===== src/rtl/pulse_peak_detector_pkg.sv =====
// Shared settings for the pulse processing chain: sizes, peak-detector state
// encoding and the event record carried from the detector to the readout FIFO.
package package_settings_v2;

    localparam int SIZE_FILTER_DATA = 13;
    localparam int SIZE_TIMESTAMP   = 16;
    localparam int PEAK_HOLDOFF     = 8;

    typedef enum logic [1:0] {
        IDLE = 2'd0,
        RISE = 2'd1,
        FALL = 2'd2,
        HOLD = 2'd3
    } peak_state_t;

    // Default-width event record; the detector re-declares it when its widths are overridden.
    typedef struct packed {
        logic signed [SIZE_FILTER_DATA+2:0] amp;
        logic [SIZE_TIMESTAMP-1:0]          tstamp;
        logic                               pileup;
    } peak_event_t;

endpackage


===== src/rtl/pulse_peak_detector_event_fifo.sv =====
// First-word-fall-through event buffer: head entry is visible on head_o whenever
// the FIFO is non-empty. A push while full is accepted only if a pop happens alongside it.
module event_fifo
    import package_settings_v2::*;
#(
    parameter int  DEPTH = 4,
    parameter type T     = peak_event_t
) (
    input  logic clk,
    input  logic reset,
    input  logic push_i,
    input  T     push_data_i,
    input  logic pop_i,
    output T     head_o,
    output logic full_o,
    output logic empty_o
);

    localparam int PTR_W = (DEPTH > 1) ? $clog2(DEPTH) : 1;
    localparam int CNT_W = PTR_W + 1;

    T                 mem_q [DEPTH];
    logic [PTR_W-1:0] wr_ptr_q, wr_ptr_d;
    logic [PTR_W-1:0] rd_ptr_q, rd_ptr_d;
    logic [CNT_W-1:0] count_q, count_d;
    logic             do_push;
    logic             do_pop;

    assign full_o  = (count_q == CNT_W'(DEPTH));
    assign empty_o = (count_q == '0);
    assign do_pop  = pop_i && !empty_o;
    assign do_push = push_i && (!full_o || do_pop);

    // NOTE: every signal written here gets a default first, so no latch is inferred.
    always_comb begin
        wr_ptr_d = wr_ptr_q;
        rd_ptr_d = rd_ptr_q;
        count_d  = count_q;
        if (do_push) wr_ptr_d = wr_ptr_q + PTR_W'(1);
        if (do_pop)  rd_ptr_d = rd_ptr_q + PTR_W'(1);
        if (do_push && !do_pop)      count_d = count_q + CNT_W'(1);
        else if (!do_push && do_pop) count_d = count_q - CNT_W'(1);
    end

    // NOTE: state registers use non-blocking assignments so all flops update together.
    always_ff @(posedge clk) begin
        if (reset) begin
            wr_ptr_q <= '0;
            rd_ptr_q <= '0;
            count_q  <= '0;
        end else begin
            wr_ptr_q <= wr_ptr_d;
            rd_ptr_q <= rd_ptr_d;
            count_q  <= count_d;
        end
    end

    // NOTE: storage is not reset; the occupancy count alone decides what is valid.
    always_ff @(posedge clk) begin
        if (do_push) mem_q[wr_ptr_q] <= push_data_i;
    end

    always_comb begin
        head_o = '0;
        if (!empty_o) head_o = mem_q[rd_ptr_q];
    end

endmodule


===== src/rtl/pulse_peak_detector.sv =====
// Peak detector behind the trapezoidal filter: one (amplitude, timestamp) event per
// threshold-crossing pulse. Define PEAK_PILEUP_REJECT_EN to flag re-rising pulses.
module pulse_peak_detector
    import package_settings_v2::*;
#(
    parameter int DATA_W     = SIZE_FILTER_DATA + 3,
    parameter int TS_W       = SIZE_TIMESTAMP,
    parameter int HOLDOFF    = PEAK_HOLDOFF,
    parameter int FIFO_DEPTH = 4
) (
    input  logic                     clk,
    input  logic                     reset,
    input  logic signed [DATA_W-1:0] filt_data,
    input  logic                     filt_valid,
    input  logic signed [DATA_W-1:0] threshold,
    output logic                     evt_valid,
    input  logic                     evt_ready,
    output logic signed [DATA_W-1:0] evt_amp,
    output logic [TS_W-1:0]          evt_time,
    output logic                     evt_pileup,
    output logic                     fifo_full,
    output logic [7:0]               drop_cnt
);

    localparam int HOLD_W = (HOLDOFF < 2) ? 1 : $clog2(HOLDOFF + 1);

    typedef struct packed {
        logic signed [DATA_W-1:0] amp;
        logic [TS_W-1:0]          tstamp;
        logic                     pileup;
    } evt_t;

    peak_state_t              state_q;
    logic [TS_W-1:0]          ts_q;
    logic signed [DATA_W-1:0] max_q;
    logic [TS_W-1:0]          max_ts_q;
    logic [HOLD_W-1:0]        hold_q;
    logic [7:0]               drop_cnt_q, drop_cnt_d;
`ifdef PEAK_PILEUP_REJECT_EN
    logic signed [DATA_W-1:0] prev_q;
    logic                     pile_q;
`endif

    logic above;
    logic push;
    evt_t push_evt;
    evt_t head;
    logic fifo_empty;
    logic fifo_full_w;
    logic pop;
    logic drop;

    assign above = (filt_data > threshold);

    always_ff @(posedge clk) begin
        if (reset) begin
            state_q  <= IDLE;
            ts_q     <= '0;
            max_q    <= '0;
            max_ts_q <= '0;
            hold_q   <= '0;
`ifdef PEAK_PILEUP_REJECT_EN
            prev_q   <= '0;
            pile_q   <= 1'b0;
`endif
        end else if (filt_valid) begin
            ts_q <= ts_q + TS_W'(1);
            case (state_q)
                IDLE: begin
                    if (above) begin
                        state_q  <= RISE;
                        max_q    <= filt_data;
                        max_ts_q <= ts_q;
`ifdef PEAK_PILEUP_REJECT_EN
                        pile_q   <= 1'b0;
`endif
                    end
                end
                RISE: begin
                    // Equal samples move the timestamp: the last sample of a plateau is the peak.
                    if (filt_data >= max_q) begin
                        max_q    <= filt_data;
                        max_ts_q <= ts_q;
                    end else begin
                        state_q <= FALL;
`ifdef PEAK_PILEUP_REJECT_EN
                        prev_q  <= filt_data;
`endif
                    end
                end
                FALL: begin
                    if (!above) begin
                        if (HOLDOFF == 0) begin
                            state_q <= IDLE;
                        end else begin
                            state_q <= HOLD;
                            hold_q  <= HOLD_W'(HOLDOFF);
                        end
                    end
`ifdef PEAK_PILEUP_REJECT_EN
                    else begin
                        if (filt_data > prev_q) pile_q <= 1'b1;
                        prev_q <= filt_data;
                    end
`endif
                end
                HOLD: begin
                    hold_q <= hold_q - HOLD_W'(1);
                    if (hold_q == HOLD_W'(1)) state_q <= IDLE;
                end
                default: state_q <= IDLE;
            endcase
        end
    end

    always_comb begin
        push_evt.amp    = max_q;
        push_evt.tstamp = max_ts_q;
        push_evt.pileup = 1'b0;
`ifdef PEAK_PILEUP_REJECT_EN
        push_evt.pileup = pile_q;
        push = filt_valid && (state_q == FALL) && !above;
`else
        push = filt_valid && (state_q == RISE) && (filt_data < max_q);
`endif
    end

    event_fifo #(
        .DEPTH (FIFO_DEPTH),
        .T     (evt_t)
    ) u_event_fifo (
        .clk         (clk),
        .reset       (reset),
        .push_i      (push),
        .push_data_i (push_evt),
        .pop_i       (evt_ready),
        .head_o      (head),
        .full_o      (fifo_full_w),
        .empty_o     (fifo_empty)
    );

    assign pop  = !fifo_empty && evt_ready;
    assign drop = push && fifo_full_w && !pop;

    always_comb begin
        drop_cnt_d = drop_cnt_q;
        if (drop && (drop_cnt_q != 8'hFF)) drop_cnt_d = drop_cnt_q + 8'd1;
    end

    always_ff @(posedge clk) begin
        if (reset) drop_cnt_q <= '0;
        else       drop_cnt_q <= drop_cnt_d;
    end

    assign evt_valid  = !fifo_empty;
    assign evt_amp    = head.amp;
    assign evt_time   = head.tstamp;
    assign evt_pileup = head.pileup;
    assign fifo_full  = fifo_full_w;
    assign drop_cnt   = drop_cnt_q;

endmodule


===== config.mk =====
export PLATFORM = sky130hd
export DESIGN_NAME = pulse_peak_detector
export DESIGN_NICKNAME = d
export VERILOG_FILES = /design/src/rtl/pulse_peak_detector_pkg.sv /design/src/rtl/pulse_peak_detector_event_fifo.sv /design/src/rtl/pulse_peak_detector.sv
export SDC_FILE = /design/constraint.sdc
export NUM_CORES = 1
export LEC_CHECK = 0
export CAP_MARGIN = 20
export CORE_MARGIN = 2
export CORE_UTILIZATION = 58
export CTS_CLUSTER_DIAMETER = 80
export DETAILED_ROUTE_END_ITERATION = 16
export PLACE_DENSITY = 0.81
export SYNTH_ARGS = -nofsm -noshare
export SYNTH_HDL_FRONTEND = slang
export SYNTH_SLANG_ARGS = --single-unit

===== constraint.sdc =====
create_clock -name clk -period 4.3 [get_ports clk]
set_input_delay 0.86 -clock clk [delete_from_list [all_inputs] [get_ports clk]]
set_output_delay 0.86 -clock clk [all_outputs]
set_load 0.03 [all_outputs]

==> summary.md <==
| Metric | Value |
|---|---|
| Maximum ir drop on the vdd rail | between 300 and 400 uV |
| Dominant synthesized flop cell | edfxtp_1 |
| Count of nets after finishing | roughly 850 |
| DRC | 0 |
| Post-CTS setup buffer count | 0 |
| Count of flip-flops with a built-in enable after synthesis | approximately 130 |
| Vias in the first global route | 5724 |
| X dimension of the die | ~130 um |
| Internal power | about 0.0037 W |
| Antenna violations before repair | 0 |
| Delay of the slowest cell on the worst path | about 0.46 ns |
| Count of distinct cell types in the synthesized netlist | 57 |
| Num Clock Sinks | 199 |
| Total of hold buffers inserted after clock tree synthesis | 0 |
| Violation count after the first detailed-route iteration | 471 |
| Synthesized Nets | between 700 and 800 |
| Syn avg cell area | 13.1 um2 |
| Pins Over Slew Limit | 0 |
| Sequential area share after synthesis | 0.593 |
| Area of the die | ~0.016 mm2 |
| Outcome | complete, no violations |
| F_max | 256 MHz |
| Ratio of cells with drive above 1 in the final layout | 0.125 |
| Share of the synthesized area in the top cell type | 0.433 |
| Number of buffers and inverters on the critical path | 2 |
| Cells along the critical path | clkdlybuf4s50_1 -> ha_1 -> nand3_1 -> nand4b_1 -> or3_1 -> or4_4 -> a221oi_2 -> ha_1 -> inv_1 -> fa_1 -> xor2_1 -> or3_1 -> a21oi_1 |
| Area grow syn2layout | 19.3% |
| Number of buffers inserted by port buffering | a little under 80 |
| Power density normalized to cell area | ~500 mW/mm2 |
| Leakage power total | between 3 and 4 nW |
| Number of storage elements in the synthesis netlist | between 150 and 200 |
| Detailed-route vias per instance | between 5 and 6 |
| Portion of total power attributed to sequential cells | 0.418 |
| Mapped Cells | approximately 700 |
| Headroom to the max-slew limit | 0.507 |
| Slowest-stage cell, CP | clkdlybuf4s50_1 |
| Count of TritonRoute iterations in the first routing pass | 5 |
| Clock root buffer | clkbuf_16 |
| Critical Path End Type | flip-flop |
| Initial core utilization | 0.589 |
| Clk_lat worst skew | around 0.43 ns |
| Number of CTS-inserted buffers | 17 |
| Async SR Flop Fraction | 0 |
| CORE AREA | 0.0151 mm2 |
| Cell type contributing the most total cell area after synthesis | edfxtp_1 |
| Summed instance area of the synthesized netlist | about 0.0089 mm2 |
| Maximum number of pins on one net before global-route repair | between 70 and 80 |
| Combinational share of power | 0.297 |
| Placed wire-length estimate | 11.6 mm |
| Crit start category | primary input |
| Critical Path RT | ~4.7 ns |
| Arr. time, crit path | around 4.3 ns |
| Post-CTS sizing | 0 |
| Number of fillers in the final layout | about 1.0k |
| Register clock-pin slew on the reported worst setup and hold paths | 0.07 ns |
| HP Class | reg2reg |
| Floorplan die height | ~130 um |
| Antenna-violating nets left | 0 |
| Total of endpoints with negative setup slack in the final report | 0 |
| Top cells by count, synth | 128 x edfxtp_1, 85 x nand2_1, 71 x dfxtp_1 |
| Time the worst path needs with I/O delays and setup | between 3 and 4 ns |
| Unrepaired setup endpoints after global routing | false |
| Overall routing resource usage | 0.224 |
| Max Root-Sink Buffers | 2 |
| TritonCTS clock tree | built |
| Number of H-tree levels | 4 |
| Net switching power figure | 0.00161 W |
| Leading cell type by number of instances after synthesis | edfxtp_1 |
| Final Wtd Congestion | ~0.86 |
| Max-capacitance violation count | 0 |
| Top area cells in the synthesized netlist | edfxtp_1 43%, dfxtp_1 16%, mux4_2 8.1% |
| Residual overflow from global routing | 0 |
| Final period utilization | 0.908 |
| Power after layout | roughly 0.0053 W |
| Kind of cell adding the most delay to the critical path | simple AND/OR/NAND/NOR gates |
| Crit Path Category | in2reg |
| Routed wire length per instance | around 18 um |
| Hold Violations, Final | 0 |
| Clock Power Share | 0.285 |
| First-pass GRT wire length | roughly 28 mm |
| Sum of routed wire length over all layers | 17.2 mm |
| Antenna cells | 0 |
| Maximum fanout count along the critical path | 3 |
| Switching power as a share of total power | 0.304 |
| Measured slew at the worst slew-check pin | approximately 0.73 ns |
| Count of pins on the block boundary | roughly 80 |
| Worst-case hold slack | approximately 0.50 ns |
| Routed vias | between 5k and 6k |
| Number of warning messages in the yosys log | 0 |
| Number of cell rows | 45 |
| Largest clock skew in the final design | roughly 0.0077 ns |
cells by family after synthesis:
logic type,Yosys count,share of synthesized area
fa+ha+maj,46,0.0656
other cells,1,0.000422
compound gates,54,0.0413
mux,72,0.126
flops,199,0.593
simple gates,215,0.121
xor+xnor,17,0.0168
buf+inv,76,0.0356
metal layers:
layer / global-route usage / part of all wire
met2: 0.392 / 0.52
met4: 0.0905 / 0.019
met1: 0.277 / 0.42
met5: 0 / 0
met3: 0.0417 / 0.043
stage by stage:
| stage | TNS, ns | instance area, um2 | setup WS, ns | util | instances |
|---|---|---|---|---|---|
| 2_1_floorplan | 0 | 8880 | 0.381 | - | 680 |
| 3_3_place_gp | 0 | 9980 | 0.0660 | 0.661 | 937 |
| 3_5_place_dp | -0.0545 | 9980 | -0.0545 | 0.661 | 937 |
| 4_1_cts | 0 | 10500 | 0.387 | 0.699 | 969 |
| 5_1_grt | 0 | 10600 | 0.212 | 0.702 | 971 |
| 6_report | 0 | 10600 | 0.396 | 0.702 | 971 |
flip-flops by register name, summed over array words and instances, names as in the netlist, 3 cells and up, named ones only:
signal / flops
ts_q: 16
u_event_fifo.mem_q: 128
u_event_fifo.count_q: 3
drop_cnt: 8
max_ts_q: 16
hold_q: 4
max_q: 16
layout by cell type, fill, tap and decap left out, types with 10 or more instances in the layout:
cell type / Yosys / routed
inv_1: 47 / 46
clkbuf_16: 0 / 17
nand3_1: 10 / 10
a21oi_1: 17 / 17
mux2i_1: 39 / 39
buf_4: 6 / 16
dfxtp_1: 71 / 70
mux4_2: 32 / 32
clkdlybuf4s50_1: 0 / 77
ha_1: 45 / 45
and2_1: 37 / 37
nand4_1: 12 / 12
edfxtp_1: 128 / 128
nand2_1: 85 / 85
nor2_1: 31 / 31
o21ai_0: 11 / 11
layout make-up:
class | instances | area, um2 | share of cell area
flip-flops and latches | 199 | 5270 | 0.497
multi-input cells | 405 | 3310 | 0.312
repair buffers | 100 | 1040 | 0.0980
clock buffers | 20 | 447 | 0.0422
well taps | 188 | 235 | 0.0222
inverters | 47 | 176 | 0.0167
clock inverters | 12 | 123 | 0.0116
path summary, 6_finish.rpt:
kind,to,depth (start not counted),start,slack [ns]
min,max_ts_q[10],2,ts_q[10],0.50
min reg2reg,max_ts_q[10],2,ts_q[10],0.50
max reg2reg,u_event_fifo.count_q[2],13,max_q[14],0.74
max,u_event_fifo.count_q[2],13,filt_data[13],0.40
power groups by stage:
stage / registers [W] / clock network (W) / logic (W)
finish: 0.00221 / 0.00151 / 0.00157
global route: 0.00222 / 0.00160 / 0.00167
CTS: 0.00220 / 0.00152 / 0.00154
detailed placement: 0.00225 / 0 / 0.00153
global placement: 0.00223 / 0 / 0.00150
floorplan: 0.00221 / 0 / 0.00101
worst register-to-register path, delay by kind of cell (launching register included):
kind | cells | cell delay (ns)
simple gates | 5 | 1.30
fa+ha+maj | 3 | 0.91
flops | 1 | 0.49
compound gates | 2 | 0.46
xor+xnor | 1 | 0.17
buf+inv | 2 | 0.14
(Power assumes the default switching activity.)
